File: src/rtl/axis_sink_monitor_if.sv
// AXI-Stream byte channel between an upstream master and the sink monitor.
// Carries only the handshake and payload; clock and reset stay scalar ports.
interface axis_sink_monitor_if;
  logic       tvalid;
  logic [7:0] tdata;
  logic       tready;

  modport master (
    output tvalid,
    output tdata,
    input  tready
  );

  modport slave (
    input  tvalid,
    input  tdata,
    output tready
  );
endinterface

File: src/rtl/axis_sink_monitor.sv
// AXI-Stream sink with xorshift32 backpressure, beat/sum counters
// and a sticky protocol-violation monitor.
module axis_sink_monitor #(
  parameter logic [31:0] SEED  = 32'd271828183,
  parameter int          CNT_W = 16
) (
  input  logic                 aclk,
  input  logic                 aresetn,
  axis_sink_monitor_if.slave   axis,
  input  logic                 stall_en,
  output logic [CNT_W-1:0]     count,
  output logic [7:0]           sum,
  output logic [7:0]           last_data,
  output logic                 err,
  output logic [1:0]           err_code
);

  // An all-zero xorshift state would lock up, so map it to 1.
  localparam logic [31:0] SEED0 = (SEED == 32'd0) ? 32'd1 : SEED;

  typedef enum logic [1:0] {
    IDLE = 2'd0,
    WAIT = 2'd1,
    ERR  = 2'd2
  } state_t;

  function automatic logic [31:0] xs_next(input logic [31:0] s);
    logic [31:0] t;
    t = s ^ (s << 13);
    t = t ^ (t >> 7);
    t = t ^ (t << 17);
    return t;
  endfunction

  logic [31:0] rng;
  logic [31:0] rng_nx;
  logic        ready_q;
  logic        beat;

  state_t      state;
  state_t      state_nx;
  logic [7:0]  hold_data;
  logic [7:0]  hold_nx;
  logic [1:0]  code_nx;
  logic        same;

  assign rng_nx      = xs_next(rng);
  assign axis.tready = ready_q;
  assign beat        = axis.tvalid & ready_q;
  assign same        = (axis.tdata == hold_data);

  always_ff @(posedge aclk or negedge aresetn) begin
    if (!aresetn) begin
      rng       <= SEED0;
      ready_q   <= 1'b0;
      count     <= '0;
      sum       <= '0;
      last_data <= '0;
    end else begin
      rng     <= rng_nx;
      ready_q <= stall_en ? (rng_nx[1:0] != 2'd0) : 1'b1;
      if (beat) begin
        count     <= count + CNT_W'(1);
        sum       <= sum + axis.tdata;
        last_data <= axis.tdata;
      end
    end
  end

  always_ff @(posedge aclk or negedge aresetn) begin
    if (!aresetn) begin
      state     <= IDLE;
      hold_data <= '0;
      err_code  <= 2'd0;
    end else begin
      state     <= state_nx;
      hold_data <= hold_nx;
      err_code  <= code_nx;
    end
  end

  // Dropped valid outranks changed data when both happen together.
  always_comb begin
    state_nx = state;
    hold_nx  = hold_data;
    code_nx  = err_code;
    unique case (state)
      IDLE: begin
        if (axis.tvalid && !ready_q) begin
          state_nx = WAIT;
          hold_nx  = axis.tdata;
        end
      end
      WAIT: begin
        unique case (1'b1)
          !axis.tvalid: begin
            state_nx = ERR;
            code_nx  = 2'd1;
          end
          axis.tvalid && !same: begin
            state_nx = ERR;
            code_nx  = 2'd2;
          end
          axis.tvalid && same && ready_q: begin
            state_nx = IDLE;
          end
          default: begin
            state_nx = WAIT;
          end
        endcase
      end
      ERR: begin
        state_nx = ERR;
      end
      default: begin
        state_nx = IDLE;
      end
    endcase
  end

  always_comb begin
    err = (state == ERR);
  end

endmodule
File: src/flat_wrapper.sv
// flat-port wrapper written by rule: the top's interface ports become plain ports
module axis_sink_monitor_flat 
#(
  parameter logic [31:0] SEED  = 32'd271828183,
  parameter int          CNT_W = 16
)
  (aclk, aresetn, stall_en, count, sum, last_data, err, err_code, axis_tvalid, axis_tdata, axis_tready);
  axis_sink_monitor_if axis_i ();
  input  logic aclk;
  input  logic aresetn;
  input  logic stall_en;
  output logic [CNT_W-1:0] count;
  output logic [7:0] sum;
  output logic [7:0] last_data;
  output logic err;
  output logic [1:0] err_code;
  input wire logic [$bits(axis_i.tvalid)-1:0] axis_tvalid;
  input wire logic [$bits(axis_i.tdata)-1:0] axis_tdata;
  output wire logic [$bits(axis_i.tready)-1:0] axis_tready;
  assign axis_i.tvalid = axis_tvalid;
  assign axis_i.tdata = axis_tdata;
  assign axis_tready = axis_i.tready;
  axis_sink_monitor #(.SEED(SEED), .CNT_W(CNT_W)) u_core (.aclk(aclk), .aresetn(aresetn), .axis(axis_i), .stall_en(stall_en), .count(count), .sum(sum), .last_data(last_data), .err(err), .err_code(err_code));
endmodule
File: config.mk
export PLATFORM = sky130hd
export DESIGN_NAME = axis_sink_monitor_flat
export DESIGN_NICKNAME = d
export VERILOG_FILES = /design/src/rtl/axis_sink_monitor_if.sv /design/src/rtl/axis_sink_monitor.sv /design/src/flat_wrapper.sv
export SDC_FILE = /design/constraint.sdc
export NUM_CORES = 1
export LEC_CHECK = 0
export CORE_MARGIN = 1
export CORE_UTILIZATION = 49
export CTS_CLUSTER_DIAMETER = 80
export DETAILED_ROUTE_END_ITERATION = 16
export PLACE_DENSITY = 0.8
export SLEW_MARGIN = 40
export SYNTH_ARGS = -nofsm -noshare
export SYNTH_HDL_FRONTEND = slang
export SYNTH_SLANG_ARGS = --single-unit
export TNS_END_PERCENT = 10
File: constraint.sdc
create_clock -name aclk -period 1.9 [get_ports aclk]
set_input_delay 0.57 -clock aclk [delete_from_list [all_inputs] [get_ports aclk]]
set_output_delay 0.57 -clock aclk [all_outputs]
set_load 0.02 [all_outputs]
==> results of run 1 <==
-- layer usage --
metal	global-route usage (%)	wire (um)	share of wire, %
met1	26.24	3224	46
met2	34.16	3415	49
met3	5.687	299	4.3
met4	5.365	48	0.69
met5	0	0	0
-- synth_stat cells, types with 6 or more instances --
library cell              instances
sky130_fd_sc_hd__xnor2_1         65
sky130_fd_sc_hd__dfrtp_1         63
sky130_fd_sc_hd__nand2_1         47
sky130_fd_sc_hd__xor2_1          23
sky130_fd_sc_hd__dfstp_2         14
sky130_fd_sc_hd__ha_1             8
sky130_fd_sc_hd__mux2_2           8
sky130_fd_sc_hd__nand3_1          8
sky130_fd_sc_hd__inv_1            7
sky130_fd_sc_hd__nand4_1          7
sky130_fd_sc_hd__a21oi_1          6
-- stage by stage --
step	setup WS (ps)	power [mW]	instance area, um^2	utilization [%]
6_report	-54.74	5.332	4738	68.23
5_1_grt	-87.32	5.630	4738	68.23
4_1_cts	-56.51	5.257	4639	66.81
3_5_place_dp	-709.6	3.969	4444	64.00
3_3_place_gp	-602.5	3.901	4444	64.00
2_1_floorplan	-35.51	3.121	3596	-
-- sequential cells by signal, summed over array words and instances, names as in the netlist --
name	flops
u_core.state	2
u_core.sum	8
u_core.last_data	8
u_core.count	16
u_core.axis.tready	1
u_core.rng	32
u_core.err_code	2
u_core.hold_data	8
-- logic make-up after synthesis --
logic type,count (synthesis),share of synthesized area [%]
simple gates,85,12.13
buf+inv,11,1.223
mux,10,3.075
flops,77,54.30
compound gates,23,4.403
xor+xnor,88,21.52
fa+ha+maj,9,3.354
-- worst max-delay path by stage --
stage / slack, ps / start / endpoint
global placement: -600 / axis_tdata[0] / u_core.sum[6]
floorplan: -40 / axis_tdata[0] / u_core.sum[6]
CTS: -60 / axis_tdata[6] / u_core.sum[7]
finish: -50 / axis_tdata[0] / u_core.sum[6]
global route: -90 / axis_tdata[0] / u_core.sum[6]
detailed placement: -710 / axis_tdata[0] / u_core.sum[6]
-- cell type report --
type                    instances  area [um^2]  share of cell area [%]
clock buffers                  10        137.6                   2.905
clock inverters                 6        86.33                   1.822
inverters                       7        26.28                  0.5545
multi-input cells             215         1685                   35.57
flip-flops and latches         77         1944                   41.04
well taps                      96        120.1                   2.535
repair buffers                 79        738.2                   15.58
-- power groups by stage --
stage	clock network, mW	logic, mW	registers [mW]
after floorplan	0	0.772	2.35
after global placement	0	1.74	2.17
after detailed placement	0	1.79	2.18
after CTS	1.40	1.71	2.15
after global routing	1.47	1.95	2.21
final	1.37	1.79	2.17
-- worst max-delay path: cells and delay by family --
kind | cells | cell delay [ps]
and+or+nand+nor | 1 | 140
buffers and inverters | 1 | 270
AOI/OAI and AO/OA | 3 | 690
adders and majority gates | 2 | 570
-- timing repair --
| action | 4_1_cts | 5_1_grt |
|---|---|---|
| pin swaps | 1 | 4 |
| endpoints found under the setup margin | 33 | 12 |
| hold buffers | 0 | 0 |
| gates resized for setup | 34 | 19 |
| setup buffers | 0 | 0 |
==> tab_implementation.tex, run 1 <==
\begin{tabular}{lr}
\hline
Metric & Value \\
\hline
\multicolumn{2}{l}{\textbf{Route}} \\
\quad DRC errors left & 0 \\
\quad DRT Pass-1 Iters & 4 \\
\quad Final wirelength & 6.988 mm \\
\quad Number of vias in the routed layout & 2433 \\
\quad Iter 0 DRT Violations & 119 \\
\quad Antenna-violating nets left & 0 \\
\quad Average wire length per cell after detail routing & 14.26 um \\
\quad DR vias/cell & 4.965 \\
\multicolumn{2}{l}{\textbf{Worst setup path}} \\
\quad Kind of critical path & in2reg \\
\quad FF-to-FF path depth & 6 \\
\quad Crit Reg-Reg Endpoint & u\_core.sum[6] \\
\quad Series of cell instances along the critical path & dlygate4sd2\_1, ha\_4, fa\_2, a21o\_1, a31o\_1, a2111oi\_2, nand3b\_1 \\
\quad Cell with the biggest individual delay on the critical path & sky130\_fd\_sc\_hd\_\_fa\_2 \\
\quad Type of element capturing the critical path & flop \\
\quad Critical-path maximum fanout & 2 \\
\quad Type of origin of the critical path & input pin \\
\quad Startpoint of the worst-slack reg-to-reg timing path & u\_core.sum[0] \\
\quad Longest individual stage delay on the worst path & 390 ps \\
\quad Req. time, crit path & 2190 ps \\
\quad Crit path arrival time & 2250 ps \\
\quad FF-to-FF setup slack & 20 ps \\
\multicolumn{2}{l}{\textbf{STA}} \\
\quad Final cycle utilization of the critical path & 102.9\% \\
\quad Relative max-transition margin & 70.95\% \\
\quad Achievable frequency & 511.6 MHz \\
\quad Fin. max-slew vios & 0 \\
\quad Setup slack after layout & -54.74 ps \\
\quad Final sum of negative setup slack & -54.74 ps \\
\quad Setup repair after global routing missed its margin & true \\
\quad Worst hold margin & 151.5 ps \\
\quad Final Hold Viols & 0 \\
\quad Setup violation total in the final timing report & 1 \\
\quad Slew at the pin with the worst max-slew slack & 435.7 ps \\
\quad Crit path time final & 1955 ps \\
\quad Setup Skew & 9.666 ps \\
\multicolumn{2}{l}{\textbf{Die}} \\
\quad Total number of placement rows & 30 \\
\quad Die boundary width & 87.49 um \\
\quad Die Y-Extent & 87.49 um \\
\quad Area of the die & 0.007654 mm\^{}2 \\
\quad Number of primary I/O pins & 48 \\
\quad Total core area & 0.006944 mm\^{}2 \\
\quad Starting utilization of the core area & 51.57\% \\
\multicolumn{2}{l}{\textbf{Power}} \\
\quad Maximum VDD drop & 0.0006785 V \\
\quad P\_sw & 1.758 mW \\
\quad Proportion of power drawn by the clock network & 25.7\% \\
\quad Sw Ratio & 32.96\% \\
\quad Share of power burned in registers & 40.7\% \\
\quad Gate power share & 33.6\% \\
\quad LEAKAGE & 2.345 nW \\
\quad Pwr dens & 1125 mW/mm\^{}2 \\
\quad Int Pwr & 3.575 mW \\
\multicolumn{2}{l}{\textbf{Synthesis}} \\
\quad Number of nets produced by synthesis & 324 \\
\quad Proportion of netlist area held by the largest area contributor & 44.03\% \\
\quad Number of synthesized flops with an enable pin & 0 \\
\quad Post-synthesis area per instance & 11.82 um\^{}2 \\
\quad Top flip-flop cell by instance count after synthesis & sky130\_fd\_sc\_hd\_\_dfrtp\_1 \\
\quad Total of warnings raised by yosys & 0 \\
\quad Post-synthesis cell type with the largest combined area & sky130\_fd\_sc\_hd\_\_dfrtp\_1 \\
\quad Syn Inst Count & 303 \\
\quad Fraction of the yosys area taken by sequential cells & 54.30\% \\
\quad Post-synthesis instance area & 0.003581 mm\^{}2 \\
\quad Synth cell types & 44 \\
\quad Synth area leaders & sky130\_fd\_sc\_hd\_\_dfrtp\_1 44\%, sky130\_fd\_sc\_hd\_\_xnor2\_1 16\%, sky130\_fd\_sc\_hd\_\_dfstp\_2 10\%, sky130\_fd\_sc\_hd\_\_xor2\_1 5.6\%, sky130\_fd\_sc\_hd\_\_nand2\_1 4.9\% \\
\quad Post-synthesis register bit count & 77 \\
\quad FFs w/ async S/R, synth & 100.0\% \\
\multicolumn{2}{l}{\textbf{Clocking}} \\
\quad Buffers from clock root to sink, at most & 2 \\
\quad Total clock buffers created by CTS & 9 \\
\quad Clock Tree Root & sky130\_fd\_sc\_hd\_\_clkbuf\_8 \\
\quad CTS tree & built \\
\quad Clock transition at the registers of the reported paths & 90 ps \\
\quad Later-pin clock latency in the skew report & 350 ps \\
\quad CTS H-tree lvls & 3 \\
\quad TritonCTS Sinks & 77 \\
\multicolumn{2}{l}{\textbf{Cells and area}} \\
\quad Cell Count, Final, Fillers Out & 490 \\
\quad Filler instances & 521 \\
\quad Diode count & 0 \\
\quad Growth of design area from synthesis to finish & 32.32\% \\
\quad Top library cells by usage in the layout, fill and taps aside & 65 x sky130\_fd\_sc\_hd\_\_xnor2\_1, 63 x sky130\_fd\_sc\_hd\_\_dfrtp\_1, 47 x sky130\_fd\_sc\_hd\_\_nand2\_1 \\
\quad Fraction of layout cells with a size suffix above 1 & 21.83\% \\
\quad Leading cell type in the layout, fill and taps excluded & sky130\_fd\_sc\_hd\_\_xnor2\_1 \\
\quad Nets@finish & 410 \\
\multicolumn{2}{l}{\textbf{Global route}} \\
\quad Aggregate global routing overflow & 0 \\
\quad Maximum number of pins on one net before global-route repair & 33 \\
\quad Wire length of the first global-routing pass & 11.83 mm \\
\quad Number of antenna violations at the first check in global routing & 0 \\
\quad Overall global routing resource usage & 20.45\% \\
\quad Vias in the first global route & 2473 \\
\multicolumn{2}{l}{\textbf{Place}} \\
\quad Detailed-placement wirelength estimate & 4.998 mm \\
\quad Placer's final routability congestion estimate & 0.7929 \\
\quad Placed cells & 474 \\
\quad Input/output buffers & 47 \\
\multicolumn{2}{l}{\textbf{Min path}} \\
\quad Worst hold path class & in2async \\
\multicolumn{2}{l}{\textbf{Run}} \\
\quad Number of max-capacitance violations reported & 0 \\
\multicolumn{2}{l}{\textbf{Outcome}} \\
\quad Violations in the final reports & negative setup slack \\
\quad Result of the run & finished with violations \\
\hline
\end{tabular}
Note: power is estimated with default switching activity, not from simulation.
==> run 2: changes to the inputs <==
- CORE_ASPECT_RATIO: unset -> 1.5
- TNS_END_PERCENT: 10 -> unset
==> run 2 against run 1 <==
The run now ends clean. Worst setup slack better by 98 ps. Power is 5.6% lower. Critical endpoint is now last_data[0]. Clock-buffer cell count is 1 higher. Wire length is 0.27% higher. Highest routed layer unchanged. Die area hardly changed. Clock power is 19% lower. Cell area is 1.4% lower. Sequential share of layout area is 0.59 points higher. Sequential cell count stayed put.
==> tab_implementation.tex, run 2 (synthesized netlist as in run 1, its figures left out) <==
\begin{tabular}{lr}
\hline
Metric & Value \\
\hline
\multicolumn{2}{l}{\textbf{Outcome}} \\
\quad Result of the run & finished clean \\
\multicolumn{2}{l}{\textbf{Die}} \\
\quad Starting utilization of the core area & 51.57\% (unchanged) \\
\quad Area of the die & 0.007661 mm\^{}2 (about the same) \\
\quad Die boundary width & 71.80 um (-18\%) \\
\quad Total core area & 0.006944 mm\^{}2 (unchanged) \\
\quad Die Y-Extent & 106.7 um (+22\%) \\
\quad Number of primary I/O pins & 48 (unchanged) \\
\quad Total number of placement rows & 37 (+23\%) \\
\multicolumn{2}{l}{\textbf{Cells and area}} \\
\quad Diode count & 0 (unchanged) \\
\quad Top library cells by usage in the layout, fill and taps aside & 65 x sky130\_fd\_sc\_hd\_\_xnor2\_1, 63 x sky130\_fd\_sc\_hd\_\_dfrtp\_1, 47 x sky130\_fd\_sc\_hd\_\_nand2\_1 \\
\quad Flip-flop count of the largest register, all copies and words added & 32 (unchanged) \\
\quad Biggest registers after layout & u\_core.rng x32, u\_core.count x16 \\
\quad Nets@finish & 412 (+0.49\%) \\
\quad Growth of design area from synthesis to finish & 30.43\% \\
\quad Leading cell type in the layout, fill and taps excluded & sky130\_fd\_sc\_hd\_\_xnor2\_1 \\
\quad Register bank with the most flops & u\_core.rng \\
\quad Fraction of layout cells with a size suffix above 1 & 22.47\% (+0.65 points) \\
\quad Utilization of the core after routing & 67.26\% (-0.97 points) \\
\multicolumn{2}{l}{\textbf{Worst setup path}} \\
\quad Longest individual stage delay on the worst path & 600 ps (+210 ps) \\
\quad Worst path top cell family by delay & buffers and inverters \\
\quad Kind of critical path & reg2out \\
\quad Crit Reg-Reg Endpoint & u\_core.sum[6] \\
\quad Critical-path maximum fanout & 2 (unchanged) \\
\quad Series of cell instances along the critical path & clkdlybuf4s50\_1 \\
\quad FF-to-FF setup slack & 50 ps (+30 ps) \\
\quad Type of origin of the critical path & flop \\
\quad Req. time, crit path & 1330 ps (-860 ps) \\
\quad Cell with the biggest individual delay on the critical path & sky130\_fd\_sc\_hd\_\_clkdlybuf4s50\_1 \\
\quad Total buffers and inverters traversed by the critical path & 1 (unchanged) \\
\quad FF-to-FF path depth & 6 (unchanged) \\
\quad Crit path arrival time & 1290 ps (-960 ps) \\
\quad Startpoint of the worst-slack reg-to-reg timing path & u\_core.sum[0] \\
\quad Type of element capturing the critical path & output port \\
\multicolumn{2}{l}{\textbf{Global route}} \\
\quad Number of antenna violations at the first check in global routing & 0 (unchanged) \\
\quad Aggregate global routing overflow & 0 (unchanged) \\
\quad Vias in the first global route & 2561 (+3.6\%) \\
\quad Maximum number of pins on one net before global-route repair & 31 (-6.1\%) \\
\quad Overall global routing resource usage & 20.02\% (-0.43 points) \\
\quad Wire length of the first global-routing pass & 11.81 mm (-0.24\%) \\
\multicolumn{2}{l}{\textbf{Route}} \\
\quad DRC errors left & 0 (unchanged) \\
\quad Number of vias in the routed layout & 2423 (-0.41\%) \\
\quad Antenna-violating nets left & 0 (unchanged) \\
\quad DR vias/cell & 5.112 (+3.0\%) \\
\quad Final wirelength & 7.007 mm (+0.27\%) \\
\quad DRT Pass-1 Iters & 4 (unchanged) \\
\quad Iter 0 DRT Violations & 98 (-18\%) \\
\quad Average wire length per cell after detail routing & 14.78 um (+3.7\%) \\
\multicolumn{2}{l}{\textbf{STA}} \\
\quad Final Hold Viols & 0 (unchanged) \\
\quad Relative max-transition margin & 72.38\% (+1.4 points) \\
\quad Setup Skew & 15.88 ps (+6.211 ps) \\
\quad Slew at the pin with the worst max-slew slack & 414.3 ps (-21.34 ps) \\
\quad Setup violation total in the final timing report & 0 (-1) \\
\quad Fin. max-slew vios & 0 (unchanged) \\
\quad Crit path time final & 1857 ps (-97.57 ps) \\
\quad Final cycle utilization of the critical path & 97.75\% (-5.1 points) \\
\quad Achievable frequency & 538.5 MHz (+5.3\%) \\
\quad Setup repair after global routing missed its margin & true \\
\multicolumn{2}{l}{\textbf{Clocking}} \\
\quad Clock transition at the registers of the reported paths & 70 ps (-20 ps) \\
\quad CTS tree & built \\
\quad CTS H-tree lvls & 3 (unchanged) \\
\quad Later-pin clock latency in the skew report & 360 ps (about the same) \\
\quad Buffers from clock root to sink, at most & 2 (unchanged) \\
\quad Hold buffers post-CTS & 0 (unchanged) \\
\quad Total clock buffers created by CTS & 9 (unchanged) \\
\quad Clock Tree Root & sky130\_fd\_sc\_hd\_\_clkbuf\_8 \\
\quad TritonCTS Sinks & 77 (unchanged) \\
\multicolumn{2}{l}{\textbf{Place}} \\
\quad Input/output buffers & 47 (unchanged) \\
\quad Detailed-placement wirelength estimate & 5.018 mm (+0.42\%) \\
\quad Placer's final routability congestion estimate & 0.8011 (+1.0\%) \\
\multicolumn{2}{l}{\textbf{Run}} \\
\quad Number of max-capacitance violations reported & 0 (unchanged) \\
\multicolumn{2}{l}{\textbf{Power}} \\
\quad LEAKAGE & 2.297 nW (-2.1\%) \\
\quad Maximum VDD drop & 0.0006433 V (-5.2\%) \\
\quad Pwr dens & 1078 mW/mm\^{}2 (-4.2\%) \\
\quad Power after layout & 5.034 mW (-5.6\%) \\
\multicolumn{2}{l}{\textbf{Min path}} \\
\quad Worst hold path class & in2async \\
\hline
\end{tabular}
==> run 2: what timing repair did <==
action / in CTS / in global routing
setup endpoints to repair: 34 / 10
gates resized for setup: 40 / 17
pin swaps: 4 / 6
setup buffers: 2 / 0
==> run 2: how the worst max path moves through the flow <==
stage,from,endpoint,slack (ps),depth (start not counted)
floorplan,axis_tdata[0],u_core.sum[6],-40,6
global placement,axis_tdata[0],u_core.sum[6],-620,7
detailed placement,axis_tdata[0],u_core.sum[6],-620,7
CTS,axis_tdata[0],u_core.sum[6],5,7
global route,u_core.sum[0],u_core.sum[6],-60,6
finish,u_core.last_data[0],last_data[0],40,1
==> run 2: area by class of cell <==
| cell class | instances | area [um^2] |
|---|---|---|
| clock inverter | 5 | 36.28 |
| tap | 78 | 97.59 |
| sequential | 77 | 1944 |
| inverter | 7 | 26.28 |
| multi-input combinational | 215 | 1694 |
| timing repair buffer | 81 | 730.7 |
| clock buffer | 11 | 141.4 |
| fill | 508 | 2273 |
==> run 2: layer usage <==
layer | GRT usage [%] | wire length (um) | vias to the layer above | share of wire [%]
met5 | 0 | 0 | - | 0
met4 | 8.403 | 138 | 0 | 2.0
met3 | 3.477 | 214 | 11 | 3.1
met2 | 34.23 | 3639 | 49 | 52
met1 | 24.70 | 3015 | 1183 | 43
li1 | - | - | 1180 | -
==> run 2: stage by stage <==
stage	instances	hold slack, ps	cell area, um^2	setup WS (ps)	TNS [ps]
finish	474	145.2	4671	42.83	0
detailed placement	456	470.1	4422	-622.6	-4998
global route	474	171.4	4671	-62.54	-62.54
floorplan	303	274.4	3596	-35.51	-35.51
global placement	456	460.0	4422	-615.5	-4500
CTS	474	148.3	4616	4.942	0
==> run 2: power by group <==
| group | leakage (nW) | internal [mW] | switching (mW) |
|---|---|---|---|
| Combinational | 1.24 | 0.872 | 0.889 |
| Clock | 0.0933 | 0.512 | 0.596 |
| Sequential | 0.963 | 1.91 | 0.253 |
| Total | 2.30 | 3.30 | 1.74 |
